--- config.mk ---
export PLATFORM = sky130hd
export DESIGN_NAME = lane_rotator_pipe_flat
export DESIGN_NICKNAME = d
export VERILOG_FILES = /design/src/rtl/lane_rotator_pipe_pkg.sv /design/src/rtl/lane_rotator_pipe_if.sv /design/src/rtl/lane_rotator_pipe_lane_fifo.sv /design/src/rtl/lane_rotator_pipe.sv /design/src/flat_wrapper.sv
export SDC_FILE = /design/constraint.sdc
export NUM_CORES = 1
export LEC_CHECK = 0
export CAP_MARGIN = 20
export CORE_MARGIN = 4
export CORE_UTILIZATION = 30
export CTS_BUF_LIST = sky130_fd_sc_hd__clkbuf_4 sky130_fd_sc_hd__clkbuf_8 sky130_fd_sc_hd__clkbuf_16
export DETAILED_ROUTE_END_ITERATION = 16
export PLACE_DENSITY_LB_ADDON = 0.1
export SLEW_MARGIN = 20
export SYNTH_ARGS = -nofsm -noshare
export SYNTH_HDL_FRONTEND = slang
export SYNTH_SLANG_ARGS = --single-unit
--- constraint.sdc ---
create_clock -name CLK -period 4.45 [get_ports CLK]
set_input_delay 0.89 -clock CLK [delete_from_list [all_inputs] [get_ports CLK]]
set_output_delay 0.89 -clock CLK [all_outputs]
set_load 0.03 [all_outputs]
--- src/rtl/lane_rotator_pipe_pkg.sv ---
// Shared constants and helpers for the lane rotator pipe and its FIFO.
package lane_rotator_pipe_pkg;

  // Ceiling log2; returns 0 for values of 0 or 1.
  function automatic int clog2(input int value);
    int r;
    r = 0;
    for (int v = value - 1; v > 0; v = v >> 1) r++;
    return r;
  endfunction

  localparam int DEF_LANES  = 4;
  localparam int DEF_LANE_W = 8;
  localparam int DEF_SELECT = clog2(DEF_LANES);

  typedef enum logic [1:0] {
    MODE_LEGACY = 2'd0,
    MODE_ROT    = 2'd1,
    MODE_BCAST  = 2'd2,
    MODE_PASS   = 2'd3
  } mode_e;

endpackage

--- src/rtl/lane_rotator_pipe_if.sv ---
// Request / BRAM data / result handshake bundle for lane_rotator_pipe.
interface lane_rotator_pipe_if
  import lane_rotator_pipe_pkg::*;
#(
  parameter int LANES  = DEF_LANES,
  parameter int LANE_W = DEF_LANE_W
);
  localparam int SEL_W = clog2(LANES);

  logic                    SM_EN;
  logic                    REQ_VALID;
  logic                    REQ_READY;
  logic [SEL_W-1:0]        REQ_SEL;
  mode_e                   REQ_MODE;
  logic [LANES*LANE_W-1:0] DOUT_B;
  logic [LANES*LANE_W-1:0] OUT_DATA;
  logic                    OUT_VALID;
  logic                    OUT_READY;

  modport master (
    output SM_EN, REQ_VALID, REQ_SEL, REQ_MODE, DOUT_B, OUT_READY,
    input  REQ_READY, OUT_DATA, OUT_VALID
  );

  modport slave (
    input  SM_EN, REQ_VALID, REQ_SEL, REQ_MODE, DOUT_B, OUT_READY,
    output REQ_READY, OUT_DATA, OUT_VALID
  );

endinterface

--- src/rtl/lane_rotator_pipe_lane_fifo.sv ---
// Synchronous FIFO with a registered first-word-fall-through head.
// The head register keeps its last value when the FIFO drains.
module lane_fifo
  import lane_rotator_pipe_pkg::*;
#(
  parameter int WIDTH = 32,
  parameter int DEPTH = 3
) (
  input  logic                       CLK,
  input  logic                       RST,
  input  logic                       wr_en,
  input  logic [WIDTH-1:0]           wr_data,
  input  logic                       rd_en,
  output logic [WIDTH-1:0]           rd_data,
  output logic                       valid,
  output logic [clog2(DEPTH+1)-1:0]  count
);
  localparam int PW = (DEPTH > 1) ? clog2(DEPTH) : 1;
  localparam int CW = clog2(DEPTH + 1);

  logic [WIDTH-1:0] mem [0:DEPTH-1];
  logic [PW-1:0]    wr_ptr, rd_ptr, wr_next, rd_next;
  logic [CW-1:0]    cnt;
  logic [WIDTH-1:0] head;
  logic             do_pop, do_push;

  assign do_pop  = rd_en && (cnt != '0);
  assign do_push = wr_en && ((cnt != CW'(DEPTH)) || do_pop);
  assign wr_next = (wr_ptr == PW'(DEPTH - 1)) ? '0 : wr_ptr + 1'b1;
  assign rd_next = (rd_ptr == PW'(DEPTH - 1)) ? '0 : rd_ptr + 1'b1;

  // Storage array; contents need no reset since the head register masks them.
  always_ff @(posedge CLK) begin
    if (do_push) mem[wr_ptr] <= wr_data;
  end

  // Pointers, occupancy and head word.
  always_ff @(posedge CLK or posedge RST) begin
    if (RST) begin
      wr_ptr <= '0;
      rd_ptr <= '0;
      cnt    <= '0;
      head   <= '0;
    end else begin
      if (do_push) wr_ptr <= wr_next;
      if (do_pop)  rd_ptr <= rd_next;
      case ({do_push, do_pop})
        2'b10:   cnt <= cnt + 1'b1;
        2'b01:   cnt <= cnt - 1'b1;
        default: cnt <= cnt;
      endcase
      if (do_pop && (cnt > CW'(1)))
        head <= mem[rd_next];
      else if (do_push && ((cnt == '0) || do_pop))
        head <= wr_data;
    end
  end

  assign rd_data = head;
  assign valid   = (cnt != '0);
  assign count   = cnt;

endmodule

--- src/rtl/lane_rotator_pipe.sv ---
// Aligns lane-select requests with BRAM port-B read data, rotates /
// broadcasts / passes the lanes, and buffers results behind a credit
// check so the output FIFO can never overflow.
module lane_rotator_pipe
  import lane_rotator_pipe_pkg::*;
#(
  parameter int LANES      = DEF_LANES,
  parameter int LANE_W     = DEF_LANE_W,
  parameter int RD_LAT     = 1,
  parameter int FIFO_DEPTH = RD_LAT + 2
) (
  input  logic           CLK,
  input  logic           RST,
  lane_rotator_pipe_if.slave bus
);
  localparam int SEL_W = clog2(LANES);
  localparam int W     = LANES * LANE_W;
  localparam int FCW   = clog2(FIFO_DEPTH + 1);
  localparam int IW    = clog2(RD_LAT + 1);
  localparam int SW    = clog2(FIFO_DEPTH + RD_LAT + 1) + 1;

  // Stage 1 is loaded on the accept edge; stage RD_LAT lines up with DOUT_B.
  logic [RD_LAT:1]  p_vld;
  logic [RD_LAT:1]  p_en;
  logic [SEL_W-1:0] p_sel  [1:RD_LAT];
  mode_e            p_mode [1:RD_LAT];

  logic             accept;
  logic [W-1:0]     result;
  logic [IW-1:0]    inflight;
  logic [FCW-1:0]   fifo_count;
  logic             req_ready;

  assign accept = bus.REQ_VALID && req_ready;

  // Valid bits of the alignment pipe; cleared by reset so late DOUT_B is ignored.
  always_ff @(posedge CLK or posedge RST) begin
    if (RST) begin
      p_vld <= '0;
    end else begin
      p_vld[1] <= accept;
      for (int i = 2; i <= RD_LAT; i++) p_vld[i] <= p_vld[i-1];
    end
  end

  // Request attributes ride alongside the valid bits.
  always_ff @(posedge CLK) begin
    p_sel[1]  <= bus.REQ_SEL;
    p_mode[1] <= bus.REQ_MODE;
    p_en[1]   <= bus.SM_EN;
    for (int i = 2; i <= RD_LAT; i++) begin
      p_sel[i]  <= p_sel[i-1];
      p_mode[i] <= p_mode[i-1];
      p_en[i]   <= p_en[i-1];
    end
  end

  // Lane mux on the aligned stage; index arithmetic wraps naturally at LANES.
  always_comb begin
    logic [SEL_W-1:0] idx;
    result = '0;
    idx    = '0;
    for (int k = 0; k < LANES; k++) begin
      case (p_mode[RD_LAT])
        MODE_LEGACY: idx = p_sel[RD_LAT] - SEL_W'(k);
        MODE_ROT:    idx = p_sel[RD_LAT] + SEL_W'(k);
        MODE_BCAST:  idx = p_sel[RD_LAT];
        default:     idx = SEL_W'(k);
      endcase
      result[k*LANE_W +: LANE_W] = bus.DOUT_B[int'(idx)*LANE_W +: LANE_W];
    end
    if (!p_en[RD_LAT]) result = '0;
  end

  // Count requests still travelling the alignment pipe.
  always_comb begin
    inflight = '0;
    for (int i = 1; i <= RD_LAT; i++) inflight = inflight + IW'(p_vld[i]);
  end

  // Credit: every accepted request already owns a FIFO slot.
  assign req_ready     = (SW'(fifo_count) + SW'(inflight)) < SW'(FIFO_DEPTH);
  assign bus.REQ_READY = req_ready;

  lane_fifo #(
    .WIDTH (W),
    .DEPTH (FIFO_DEPTH)
  ) u_fifo (
    .CLK     (CLK),
    .RST     (RST),
    .wr_en   (p_vld[RD_LAT]),
    .wr_data (result),
    .rd_en   (bus.OUT_READY),
    .rd_data (bus.OUT_DATA),
    .valid   (bus.OUT_VALID),
    .count   (fifo_count)
  );

endmodule

--- src/flat_wrapper.sv ---
// flat-port wrapper written by rule: the top's interface ports become plain ports
module lane_rotator_pipe_flat import lane_rotator_pipe_pkg::*;
#(
  parameter int LANES      = DEF_LANES,
  parameter int LANE_W     = DEF_LANE_W,
  parameter int RD_LAT     = 1,
  parameter int FIFO_DEPTH = RD_LAT + 2
)
  (CLK, RST, bus_SM_EN, bus_REQ_VALID, bus_REQ_SEL, bus_REQ_MODE, bus_DOUT_B, bus_OUT_READY, bus_REQ_READY, bus_OUT_DATA, bus_OUT_VALID);
  lane_rotator_pipe_if #(.LANES(LANES), .LANE_W(LANE_W)) bus_i ();
  input  logic CLK;
  input  logic RST;
  input wire logic [$bits(bus_i.SM_EN)-1:0] bus_SM_EN;
  input wire logic [$bits(bus_i.REQ_VALID)-1:0] bus_REQ_VALID;
  input wire logic [$bits(bus_i.REQ_SEL)-1:0] bus_REQ_SEL;
  input wire logic [$bits(bus_i.REQ_MODE)-1:0] bus_REQ_MODE;
  input wire logic [$bits(bus_i.DOUT_B)-1:0] bus_DOUT_B;
  input wire logic [$bits(bus_i.OUT_READY)-1:0] bus_OUT_READY;
  output wire logic [$bits(bus_i.REQ_READY)-1:0] bus_REQ_READY;
  output wire logic [$bits(bus_i.OUT_DATA)-1:0] bus_OUT_DATA;
  output wire logic [$bits(bus_i.OUT_VALID)-1:0] bus_OUT_VALID;
  assign bus_i.SM_EN = bus_SM_EN;
  assign bus_i.REQ_VALID = bus_REQ_VALID;
  assign bus_i.REQ_SEL = bus_REQ_SEL;
  assign bus_i.REQ_MODE = bus_REQ_MODE;
  assign bus_i.DOUT_B = bus_DOUT_B;
  assign bus_i.OUT_READY = bus_OUT_READY;
  assign bus_REQ_READY = bus_i.REQ_READY;
  assign bus_OUT_DATA = bus_i.OUT_DATA;
  assign bus_OUT_VALID = bus_i.OUT_VALID;
  lane_rotator_pipe #(.LANES(LANES), .LANE_W(LANE_W), .RD_LAT(RD_LAT), .FIFO_DEPTH(FIFO_DEPTH)) u_core (.CLK(CLK), .RST(RST), .bus(bus_i));
endmodule
Word level (Yosys, flattened, before mapping)
Memories as Yosys holds them, arrays and structs flattened.
Index checks and enable logic that the tools add are counted.
{"block": "word_totals", "regBits": 40, "latchBits": 0, "ram_bits": 100, "mem_bits_ro": 0, "in_bits": 41, "out_inout_bits": 34, "word_cells": 58, "memories": 3}
{"block": "classes", "n_addsub": 11, "n_mul": 0, "n_div": 0, "order_cmp": 2, "eq_ne": 7, "shift": 4, "mux": 12, "bitwise": 0, "n_reduce_logical": 13}
{"name": "u_core.u_fifo.mem", "depth": 3, "word_bits": 32, "rd": 1, "rd_ports_with_merged_regs": 0, "write_ports": 1, "line": "lane_rotator_pipe_lane_fifo.sv:21", "rtl": "logic [WIDTH-1:0] mem [0:DEPTH-1];"}
{"name": "u_core.p_mode", "depth": 1, "word_bits": 2, "rd": 1, "rd_ports_with_merged_regs": 0, "write_ports": 1, "line": "lane_rotator_pipe.sv:26", "rtl": "mode_e p_mode [1:RD_LAT];"}
{"name": "u_core.p_sel", "depth": 1, "word_bits": 2, "rd": 1, "rd_ports_with_merged_regs": 0, "write_ports": 1, "line": "lane_rotator_pipe.sv:25", "rtl": "logic [SEL_W-1:0] p_sel [1:RD_LAT];"}
{"operator": "32-bit by 6-bit variable part select with 8-bit output", "count": 4}
{"operator": "32-bit two-way mux", "count": 3}
{"operator": "2-bit case mux with 3 select lines", "count": 3}
{"operator": "2-bit by 1-bit adder with 2-bit output (second input constant)", "count": 4}
{"operator": "2-bit equality test (second input constant)", "count": 4}
{"operator": "2-bit two-way mux", "count": 3}
{"operator": "2-bit nonzero test", "count": 3}
{"operator": "1-bit logical AND", "count": 5}
{"operator": "2-bit adder (second input constant)", "count": 2}
{"operator": "2-bit by 1-bit equality test with 1-bit output (second input constant)", "count": 2}
{"operator": "2-bit zero test", "count": 2}
{"operator": "4-bit by 2-bit less-than comparator with 1-bit output (second input constant)", "count": 1}
{"operator": "2-bit case mux with 2 select lines", "count": 1}
{"operator": "2-bit by 1-bit subtractor with 2-bit output (second input constant)", "count": 2}
{"operator": "2-bit subtractor (second input constant)", "count": 2}
{"operator": "2-bit by 1-bit adder with 3-bit output", "count": 1}
{"operator": "3-bit OR reduction", "count": 1}
{"operator": "2-bit by 1-bit > comparator with 1-bit output (second input constant)", "count": 1}
{"operator": "1-bit logical OR", "count": 2}
{"operator": "1-bit two-way mux", "count": 2}
{"operator": "2-bit inequality test (second input constant)", "count": 1}

Depth between registers and ports, before layout
An unclocked memory read counts as a cell.
{"block": "logic_depth", "depth_word": 8, "depth_mapped": 10, "mapped_depth_nobuf": 8}

By module
A second synthesis with hierarchy kept.
{"block": "hier_totals", "cells_unflattened": 578, "hier_area_um2": 6844.1}
{"mod": "lane_fifo", "n_inst": 1, "cells_per_inst": 427, "area_each_um2": 5659.2, "seq_area_each_um2": 3833.7}
{"mod": "lane_rotator_pipe", "n_inst": 1, "cells_per_inst": 151, "area_each_um2": 1184.9, "seq_area_each_um2": 125.1}

Least setup slack after synthesis
OpenSTA, ideal clock, no wires.
{"block": "synth_timing", "path_kind": "input to register", "start": "input port bus_OUT_READY", "end": "memory u_core.u_fifo.mem[1][0], enable pin", "setup_ns": 0.470, "arrival_time_ns": 3.684, "required_time_ns": 3.980, "path_slack_ns": 0.296, "path_stages": 4, "n_path_buf": 0, "path_cell_list": "nand2b_1 > nand2_1 > nand2_1 > nor3b_1"}
{"block": "synth_via", "elab_chain_len": 5}
{"item": "start, declared", "line": "flat_wrapper.sv:18", "rtl": "input wire logic [$bits(bus_i.OUT_READY)-1:0] bus_OUT_READY;"}
{"item": "1-bit logical AND", "line": "lane_rotator_pipe_lane_fifo.sv:27", "rtl": "assign do_pop = rd_en && (cnt != '0);"}
{"item": "1-bit logical OR", "line": "lane_rotator_pipe_lane_fifo.sv:28", "rtl": "assign do_push = wr_en && ((cnt != CW'(DEPTH)) || do_pop);"}
{"item": "1-bit logical AND", "line": "lane_rotator_pipe_lane_fifo.sv:28"}
{"item": "1-bit two-way mux", "line": "lane_rotator_pipe_lane_fifo.sv:34", "rtl": "if (do_push) mem[wr_ptr] <= wr_data;"}
{"item": "1-bit two-way mux (not written as such)", "line": "lane_rotator_pipe_lane_fifo.sv:34"}
{"item": "end, declared", "line": "lane_rotator_pipe_lane_fifo.sv:21"}
Every way passes these cells.

Worst setup path after layout
{"block": "layout_timing", "start": "register u_core.u_fifo.cnt[0] (netlist: u_core.u_fifo.count[0])", "end": "output port bus_REQ_READY"}
{"block": "layout_via", "elab_chain_len": 2}
{"item": "start, declared", "line": "lane_rotator_pipe_lane_fifo.sv:23", "rtl": "logic [CW-1:0] cnt;"}
{"item": "start signal, assigned", "line": "lane_rotator_pipe_lane_fifo.sv:48", "rtl": "2'b10: cnt <= cnt + 1'b1;"}
{"item": "start signal, assigned", "line": "lane_rotator_pipe_lane_fifo.sv:49", "rtl": "2'b01: cnt <= cnt - 1'b1;"}
{"item": "start signal, assigned", "line": "lane_rotator_pipe_lane_fifo.sv:50", "rtl": "default: cnt <= cnt;"}
{"item": "2-bit by 1-bit adder with 3-bit output", "line": "lane_rotator_pipe.sv:82", "rtl": "assign req_ready = (SW'(fifo_count) + SW'(inflight)) < SW'(FIFO_DEPTH);"}
{"item": "4-bit by 2-bit less-than comparator with 1-bit output", "line": "lane_rotator_pipe.sv:82"}
{"item": "end, declared", "line": "flat_wrapper.sv:19", "rtl": "output wire logic [$bits(bus_i.REQ_READY)-1:0] bus_REQ_READY;"}
Every way passes these cells.

==> summary.txt <==
Synth
  • Synth top area share: 0.441
  • Synthesized cell area: 6540 um2
  • Synth unique cells: 47
  • Largest family of logic cells by synthesized area: multiplexers
  • XOR/XNOR Fraction of Synth Area: 0.00402
  • Register area share after synthesis: 0.606
  • Post-synthesis mux area share: 0.138
  • Synth Area per Inst: 12.9 um2
  • Yosys top cell by area: edfxtp_1
  • Post-Synthesis Cells: 506
  • Syn nets: 553
  • Ys Warns: 0
  • Post-Synth Adder-Cell Area: 0.0115
  • Complex-gate fraction of the synthesized area: 0.120
  • Synth top area cells: edfxtp_1 (44%), dfrtp_1 (15%), mux2i_1 (8.7%), mux4_2 (4.1%), a221o_1 (3.5%)
  • Synth Area in Simple Gates: 0.0969
  • Flops & latches, synth: 140

Finish
  • Inserted Diodes: 0
  • Area grow syn2layout: 26.2%
  • Design area: 8240 um2
  • # nets final: 630
  • Fraction of layout cells with a size suffix above 1: 0.136
  • Fillers: 2025

Critical path
  • Arrival @ worst endpoint: 2.23 ns
  • WP buf/inv: 1
  • CP Launch Type: flip-flop
  • Cell family with most CP delay: buffers and inverters
  • CP required: 3.56 ns
  • Worst path slowest cell: clkdlybuf4s50_1
  • Most used cell, CP: ha_1
  • Delay of the slowest cell on the worst path: 0.70 ns
  • Critical-path cell list: ha_1 > ha_1 > a21oi_1 > clkdlybuf4s50_1
  • CP Capture Type: primary output
  • WS Path Type: flip-flop to primary output
  • CP max FO: 5

Pwr
  • IR drop worst, VDD: 240 uV
  • Switching part of the total: 0.351
  • PwrDens: 677 nW/um2
  • Logic pwr share: 0.352
  • Clock power frac: 0.269
  • Int Power: 0.00362 W
  • Switching Power: 0.00196 W
  • Leak: 3.08 nW
  • Seq pwr share: 0.378

Placed design
  • Global placement routability congestion: 0.836
  • Port bufs: 74
  • Placed Instance Area: 7610 um2
  • Pre-CTS WS: 1.41 ns
  • Post-DP HPWL: 12000 um

Floorplanning
  • Core area: 21200 um2
  • Die X-Extent: 156 um
  • Starting Density: 0.308
  • Die ar.: 24200 um2
  • Ports: 75
  • Rows: 53
  • Die Height: 156 um

Drt
  • Vias/cell: 5.03
  • DRC: 0
  • Remaining antenna violation count: 0
  • First-pass detailed-route iteration total: 5
  • Detailed Route Iter0 Violations: 256
  • Total Wirelength: 17400 um
  • Drt wl/cell: 20.0 um
  • Via count: 4384

Min path
  • Tightest Hold Check Type: flip-flop to flip-flop

Timing
  • Slew HR: 0.397
  • RSZ-0062 raised after global routing: no
  • Min Tclk post-route: 3.12 ns
  • Fin. Hold Viols: 0
  • # setup viols final: 0
  • Max-slew violations: 0
  • Setup_tns: 0 ns
  • Worst Skew: 0.00866 ns
  • Fmax: 321 MHz
  • Worst-margin pin slew: 0.904 ns
  • Final Hold Slack: 0.524 ns
  • Tcrit/Tclk final: 0.700
  • Final WS setup: 1.33 ns

Clock tree
  • Num CTS Buffers: 17
  • Hold Buf Count CTS: 0
  • Worst-Skew Late Latency: 0.42 ns
  • Root Driver: clkbuf_16
  • Clock slew at reported path FFs: 0.06 ns
  • CTS tree: built
  • CTS Buffer Depth: 2
  • CTS sink count: 140
  • Postcts setup bufs: 0
  • Post_cts resized: 0
  • H-tree depth: 4

GRT
  • Global-route wire length before repair: 26800 um
  • Initial antenna violation count: 0
  • Global route overflow: 0
  • GRT Util Overall: 0.148
  • Vias in the first global route: 4437
  • Largest net degree at the start of global routing: 40

Job
  • Max-cap violations: 0

Outcome
  • Status: complete, no violations
state kept, by name (all words and copies together) (netlist names):
signal,count
u_core.u_fifo.rd_data,32
u_core.p_sel,2
u_core.u_fifo.wr_ptr,2
u_core.u_fifo.mem,96
u_core.u_fifo.count,2
u_core.p_mode,2
u_core.p_vld,1
u_core.u_fifo.rd_ptr,2
u_core.p_en,1
cell usage in the layout (no fill, tap or decap), types with 5 or more instances in the layout:
| cell | n |
|---|---|
| o22ai_1 | 8 |
| edfxtp_1 | 96 |
| and2_1 | 18 |
| clkbuf_16 | 17 |
| a221o_1 | 23 |
| nor2_1 | 58 |
| and3_1 | 5 |
| dfxtp_1 | 5 |
| o21ai_0 | 13 |
| mux4_2 | 12 |
| dfrtp_1 | 37 |
| mux2i_1 | 57 |
| ha_1 | 6 |
| clkdlybuf4s50_1 | 74 |
| buf_4 | 15 |
| nand2_1 | 36 |
| a21oi_1 | 38 |
worst paths after layout:
kind	startpoint	end	slack, ns	depth (start not counted)
max	u_core.u_fifo.count[0]$_DFFE_PP0P_	bus_REQ_READY	1.33	4
min	u_core.u_fifo.rd_data[31]$_DFFE_PP0P_	u_core.u_fifo.rd_data[31]$_DFFE_PP0P_	0.52	1
max reg2reg	u_core.p_mode[1][0]$_DFF_P_	u_core.u_fifo.mem[0][11]$_DFFE_PP_	1.71	5
min reg2reg	u_core.u_fifo.rd_data[31]$_DFFE_PP0P_	u_core.u_fifo.rd_data[31]$_DFFE_PP0P_	0.52	1
max in group asynchronous	RST	u_core.u_fifo.rd_ptr[0]$_DFFE_PP0P_	2.83	2
min in group asynchronous	RST	u_core.u_fifo.count[0]$_DFFE_PP0P_	1.00	2
power by group through the flow:
stage | Combinational [W] | Sequential [W] | Clock [W]
2_1_floorplan | 0.00112 | 0.00223 | 0
3_3_place_gp | 0.00198 | 0.00214 | 0
3_5_place_dp | 0.00200 | 0.00215 | 0
4_1_cts | 0.00200 | 0.00212 | 0.00154
5_1_grt | 0.00216 | 0.00215 | 0.00160
6_report | 0.00197 | 0.00211 | 0.00150
cell families after synthesis:
family                     after synthesis
DFF                                    140
and+or+nand+nor                        137
adders and majority gates                6
muxes                                   74
xor gates and xnor gates                 3
AOI/OAI and AO/OA                      110
buffers and inverters                   36
synthesized netlist by cell type (all sizes together):
cell	n
a21o	3
ha	6
dfrtp	39
a31oi	4
and3	5
buf	13
o21a	1
a32o	4
a21bo	1
edfxtp	96
nor3b	2
nor3	3
a21boi	5
or2	2
nor2	59
nand3	1
inv	5
nand2	37
clkbuf	18
o21ai	13
and3b	1
or3b	1
o32ai	1
nor2b	4
mux4	12
o41ai	4
nand2b	3
dfxtp	5
nand3b	1
and2	18
mux2	5
a21oi	39
a221o	23
o221a	4
o22ai	8
xor2	1
xnor2	2
mux2i	57
final cells by class:
cell class	instances	area, um2	share of cell area
Sequential cell	140	3960	0.480
Multi-Input combinational cell	330	2440	0.296
Timing Repair Buffer	89	853	0.104
Clock buffer	21	462	0.0560
Tap cell	275	344	0.0417
Clock inverter	11	168	0.0203
Inverter	5	18.8	0.00228
metrics by stage:
step | util | cells | power (W)
2_1_floorplan | - | 506 | 0.00335
3_3_place_gp | 0.359 | 839 | 0.00412
6_report | 0.389 | 871 | 0.00558
3_5_place_dp | 0.359 | 839 | 0.00414
5_1_grt | 0.389 | 871 | 0.00591
4_1_cts | 0.389 | 871 | 0.00566
layer usage:
layer	global-route usage	share of wire
met5	0	0
met1	0.201	0.46
met3	0.0358	0.043
met4	0.0404	0.013
met2	0.238	0.49
(Power assumes the default switching activity.)
==> edit 1, RTL diff (same settings) <==
Remove the case item `MODE_ROT` of the case on `p_mode[RD_LAT]`.
--- a/src/rtl/lane_rotator_pipe.sv
+++ b/src/rtl/lane_rotator_pipe.sv
@@ -65,3 +65,2 @@
         MODE_LEGACY: idx = p_sel[RD_LAT] - SEL_W'(k);
-        MODE_ROT:    idx = p_sel[RD_LAT] + SEL_W'(k);
         MODE_BCAST:  idx = p_sel[RD_LAT];
Behaviour: not the same (a bounded check fails within 4 cycles, from zero or initial values and one cycle with RST high).
==> edit 1 against the unedited design <==
- via count grew 11%
- routed wire length increased by 18%
- sequential cell count is the same
- critical path depth unchanged
- cell area is 5.7% higher
- global-route usage increased by 1.4 points
- largest cell class unchanged
- worst setup slack worse by 0.083 ns
- power is 6.0% lower
- core utilization shrank 0.81 points
- synthesized area rose by 8.1%
==> edit 1: results (changes against the unedited design) <==
Power and ir drop
  • Power in combinational cells: 1.80 mW (-9%)
  • Net Sw Frac: 37.3% (+2.2 points)
  • Sequential fraction of design power: 39.6% (+1.8 points)
  • Worst VDD drop: 242 uV (+1.2%)

Placed design
  • DP HPWL: 12900 um (+7.3%)

Cells and area
  • Multi-input gates: 325 (-1.5%)
  • Final-layout clock buffer total: 18 (-14%)
  • Sequential cell area share: 45.5% (-2.6 points)
  • Inverters: 39 (+34)
  • Final Non-Filler Cells: 936 (+7.5%)
  • Area of the multi-input gates: 2810 um2 (+15%)
  • Final net count: 657 (+4.3%)
  • Fraction of layout cells with a size suffix above 1: 12.2% (-1.4 points)
  • Bufs w/o clock: 87 (-2.2%)
  • Fillers: 2195 (+8.4%)
  • Clock network share of area: 6.56% (-1.1 points)

Routing
  • Routed WL per cell: 22.1 um (+10%)

Timing
  • Clk_skew: 0.0125 ns (+0.00382 ns)
  • Slew HR: 34.6% (-5.0 points)

Synth
  • Ranking of synthesized cells by area: edfxtp_1 (41%), dfrtp_1 (14%), mux2i_1 (9.1%), mux4_2 (5.4%), a32oi_1 (4.0%)
  • Synth cell types: 39 (-17%)
  • Post-synth top cells: edfxtp_1 (96), mux2i_1 (64), o21ai_0 (49)

Floorplan
  • Floorplan Core Area: 22900 um2 (+8.0%)

Worst setup path
  • Worst EP arrival: 2.31 ns (+0.08 ns)
  • CP max FO: 7 (+2)

GRT
  • Number of global-route vias before repair: 4998 (+13%)
  • Largest net degree at the start of global routing: 68 (+70%)
  • First-pass GRT wire length: 31400 um (+17%)

Status
  • Outcome: finished clean
edit 1: kinds of logic (layout without fill, tap and decap cells):
| logic type | Yosys count | in the layout | share of synthesized area, % |
|---|---|---|---|
| AND/OR/NAND/NOR | 104 | 104 | 7.80 |
| multiplexers | 90 | 90 | 17.6 |
| buffers and inverters | 79 | 158 | 4.75 |
| adder cells (fa/ha/maj) | 6 | 6 | 1.06 |
| AO/OA/AOI/OAI | 120 | 120 | 12.0 |
| XOR/XNOR | 5 | 5 | 0.727 |
| flip-flops | 140 | 140 | 56.1 |
edit 1: path summary, 6_finish.rpt:
path	from	to	slack (ns)	cells past startpoint
worst max-delay path	u_core.p_vld$_DFF_PP0_	bus_REQ_READY	1.25	4
worst min-delay path	u_core.u_fifo.rd_data[7]$_DFFE_PP0P_	u_core.u_fifo.rd_data[7]$_DFFE_PP0P_	0.52	2
worst max register to register	u_core.p_mode[1][0]$_DFF_P_	u_core.u_fifo.mem[0][26]$_DFFE_PP_	1.62	6
worst min register to register	u_core.u_fifo.rd_data[7]$_DFFE_PP0P_	u_core.u_fifo.rd_data[7]$_DFFE_PP0P_	0.52	2
max in group asynchronous	RST	u_core.u_fifo.rd_ptr[1]$_DFFE_PP0N_	3.03	3
min in group asynchronous	RST	u_core.u_fifo.rd_data[6]$_DFFE_PP0P_	0.95	3
edit 1: stage by stage:
step	hold WS (ns)	cell area, um2	setup WS [ns]
5_1_grt	0.559	8720	1.15
3_3_place_gp	0.509	8140	1.32
4_1_cts	0.528	8710	1.21
3_5_place_dp	0.514	8140	1.23
2_1_floorplan	0.488	7060	0.241
6_report	0.520	8720	1.25
edit 1: layer usage:
layer	global-route usage (%)	part of all wire, %	vias up
met5	0	0	-
met4	5.31	1.7	0
met3	3.39	4.9	19
met2	26.0	48	136
met1	21.9	46	2441
li1	-	-	2253
==> edit 2, RTL diff (config.mk and constraints unchanged) <==
Without the edit above. Change the package constant `DEF_LANE_W` from 8 to 12.
--- a/src/rtl/lane_rotator_pipe_pkg.sv
+++ b/src/rtl/lane_rotator_pipe_pkg.sv
@@ -12,3 +12,3 @@
   localparam int DEF_LANES  = 4;
-  localparam int DEF_LANE_W = 8;
+  localparam int DEF_LANE_W = 12;
   localparam int DEF_SELECT = clog2(DEF_LANES);
Ports: changed (resized bus_DOUT_B and bus_OUT_DATA); port bits go from 75 to 107. No check against the original RTL was run, so the function may have changed too.
==> edit 2 against the unedited design <==
- critical path depth is 1 higher
- sequential cell count is 64 higher
- routed wire length is 73% higher
- combinational power is 50% higher
- die area is 45% higher
- non-clock buffer count is 32 higher
- power is 40% higher
- cell area is 43% higher
- via count is 55% higher
- synthesized area is 48% higher
- worst setup slack worse by 0.19 ns
- core utilization is 1.5 points lower
- worst hold slack worse by 0.0093 ns
- largest cell class unchanged
- largest power group unchanged
- highest routed layer unchanged
==> edit 2: results (changes against the unedited design) <==
Status
  • Outcome: finished clean

Worst setup path
  • CP max FO: 15 (+10)
  • R2R Path End: u_core.u_fifo.mem[0][23]$_DFFE_PP_
  • Worst EP arrival: 3.56 ns (+1.33 ns)
  • Worst R2R Start: u_core.p_mode[1][1]$_DFF_P_
  • Worst-case reg-to-reg path depth: 5 (unchanged)

Routing
  • Initial DRT Pass Iterations: 5 (unchanged)
  • Via-to-Cell Ratio: 5.37 (+6.6%)
  • WL final: 30200 um (+73%)
  • Vias: 6790 (+55%)
  • DR iter-0 viols: 569 (+120%)

Synth
  • Synth cell types: 43 (-8.5%)
  • Syn nets: 825 (+49%)
  • Ranking of synthesized cells by area: edfxtp_1 (45%), dfrtp_1 (14%), mux2i_1 (8.8%), a221o_1 (3.0%), nor2_1 (3.0%)
  • Asr flop ratio synth: 27.0% (-0.90 points)
  • Synth Area in Compound Gates: 13.0% (+1.1 points)
  • Multiplexer area fraction after synthesis: 13.5% (-0.31 points)
  • Post-synth top cells: edfxtp_1 (144), mux2i_1 (85), nor2_1 (77)
  • Synth warnings: 0 (unchanged)
  • Synth Area in XOR/XNOR: 0.272% (-0.13 points)
  • Post-synthesis adder-cell area fraction: 0.777% (-0.37 points)
  • Post-synth EDFFs: 144 (+50%)
  • Cells after Synth: 762 (+51%)
  • Sequential area share after synthesis: 60.1% (-0.51 points)

GRT
  • Initial antenna violation count: 0 (unchanged)
  • GRT Resource Usage Total: 16.6% (+1.8 points)
  • First-pass GRT wire length: 44900 um (+67%)
  • Largest net degree at the start of global routing: 50 (+25%)
  • Number of global-route vias before repair: 6960 (+57%)

Timing
  • Hold Slack: 0.515 ns (-0.00933 ns)
  • Clk_skew: 0.0103 ns (+0.00161 ns)
  • Tightest Pin Transition: 1.08 ns (+0.174 ns)
  • Final min period: 3.31 ns (+0.188 ns)

CTS
  • CTS resizes: 0 (unchanged)
  • Maximum buffer depth of the clock tree: 3 (+1)
  • CTS buffer count: 23 (+6)
  • Clk root buf: clkbuf_16
  • CTS H-Tree Depth: 1 (-3)
  • Clock Latency Late Sink: 0.51 ns (+0.09 ns)

Cells and area
  • Max reg flops: 144 (+50%)
  • Final net count: 911 (+45%)
  • Fraction of layout cells with a size suffix above 1: 12.9% (-0.73 points)

Placed design
  • Routability congestion estimate: 0.860 (+2.8%)
  • DP Worst Slack: 0.856 ns (-0.553 ns)
  • IO buf count: 106 (+43%)
  • Post-DP Area: 11100 um2 (+46%)
  • Dpl cells: 1225 (+46%)
  • DP HPWL: 19300 um (+60%)

Power and ir drop
  • Leak pwr: 4.33 nW (+41%)
  • Worst VDD drop: 287 uV (+20%)

Hold path
  • Worst hold start: u_core.u_fifo.rd_data[22]$_DFFE_PP0P_
  • Worst Hold Path EP: u_core.u_fifo.rd_data[22]$_DFFE_PP0P_
edit 2: worst max-delay path, stage by stage, from the launching register on:
cell	delay (ns)
dfxtp_1	0.55
inv_1	0.39
nand3_1	0.59
nand3_1	0.72
mux4_2	0.58
and2_1	0.22
edit 2: area by class of cell:
cell class,instances,area (um2)
fill,3023,19800
sequential,204,5810
multi-input combinational,492,3610
timing repair buffer,121,1170
clock buffer,35,678
tap,402,503
clock inverter,5,22.5
inverter,6,22.5
edit 2: worst max-delay path by stage:
| stage | endpoint | slack [ns] | cells past startpoint |
|---|---|---|---|
| 4_1_cts | bus_REQ_READY | 1.15 | 4 |
| 3_5_place_dp | u_core.u_fifo.rd_data[32]$_DFFE_PP0P_ | 0.86 | 7 |
| 5_1_grt | u_core.u_fifo.mem[1][23]$_DFFE_PP_ | 1.03 | 5 |
| 6_report | u_core.u_fifo.mem[0][23]$_DFFE_PP_ | 1.14 | 5 |
| 2_1_floorplan | u_core.u_fifo.mem[1][0]$_DFFE_PP_ | 0.79 | 4 |
| 3_3_place_gp | u_core.u_fifo.rd_data[9]$_DFFE_PP0P_ | 0.91 | 7 |
edit 2: per-layer routing:
| layer | routed length [um] | track usage [%] | share of wire [%] | vias up |
|---|---|---|---|---|
| li1 | - | - | - | 3089 |
| met1 | 13100 | 22.4 | 43 | 3362 |
| met2 | 14600 | 27.7 | 48 | 285 |
| met3 | 1740 | 2.71 | 5.8 | 54 |
| met4 | 779 | 4.60 | 2.6 | 0 |
| met5 | 0 | 0 | 0 | - |
edit 2: where the power goes:
part / internal (mW) / switching, mW / leakage [nW] / total (mW)
registers: 2.66 / 0.405 / 2.06 / 3.06
clock network: 1.05 / 0.728 / 0.359 / 1.77
logic: 1.23 / 1.73 / 1.92 / 2.95
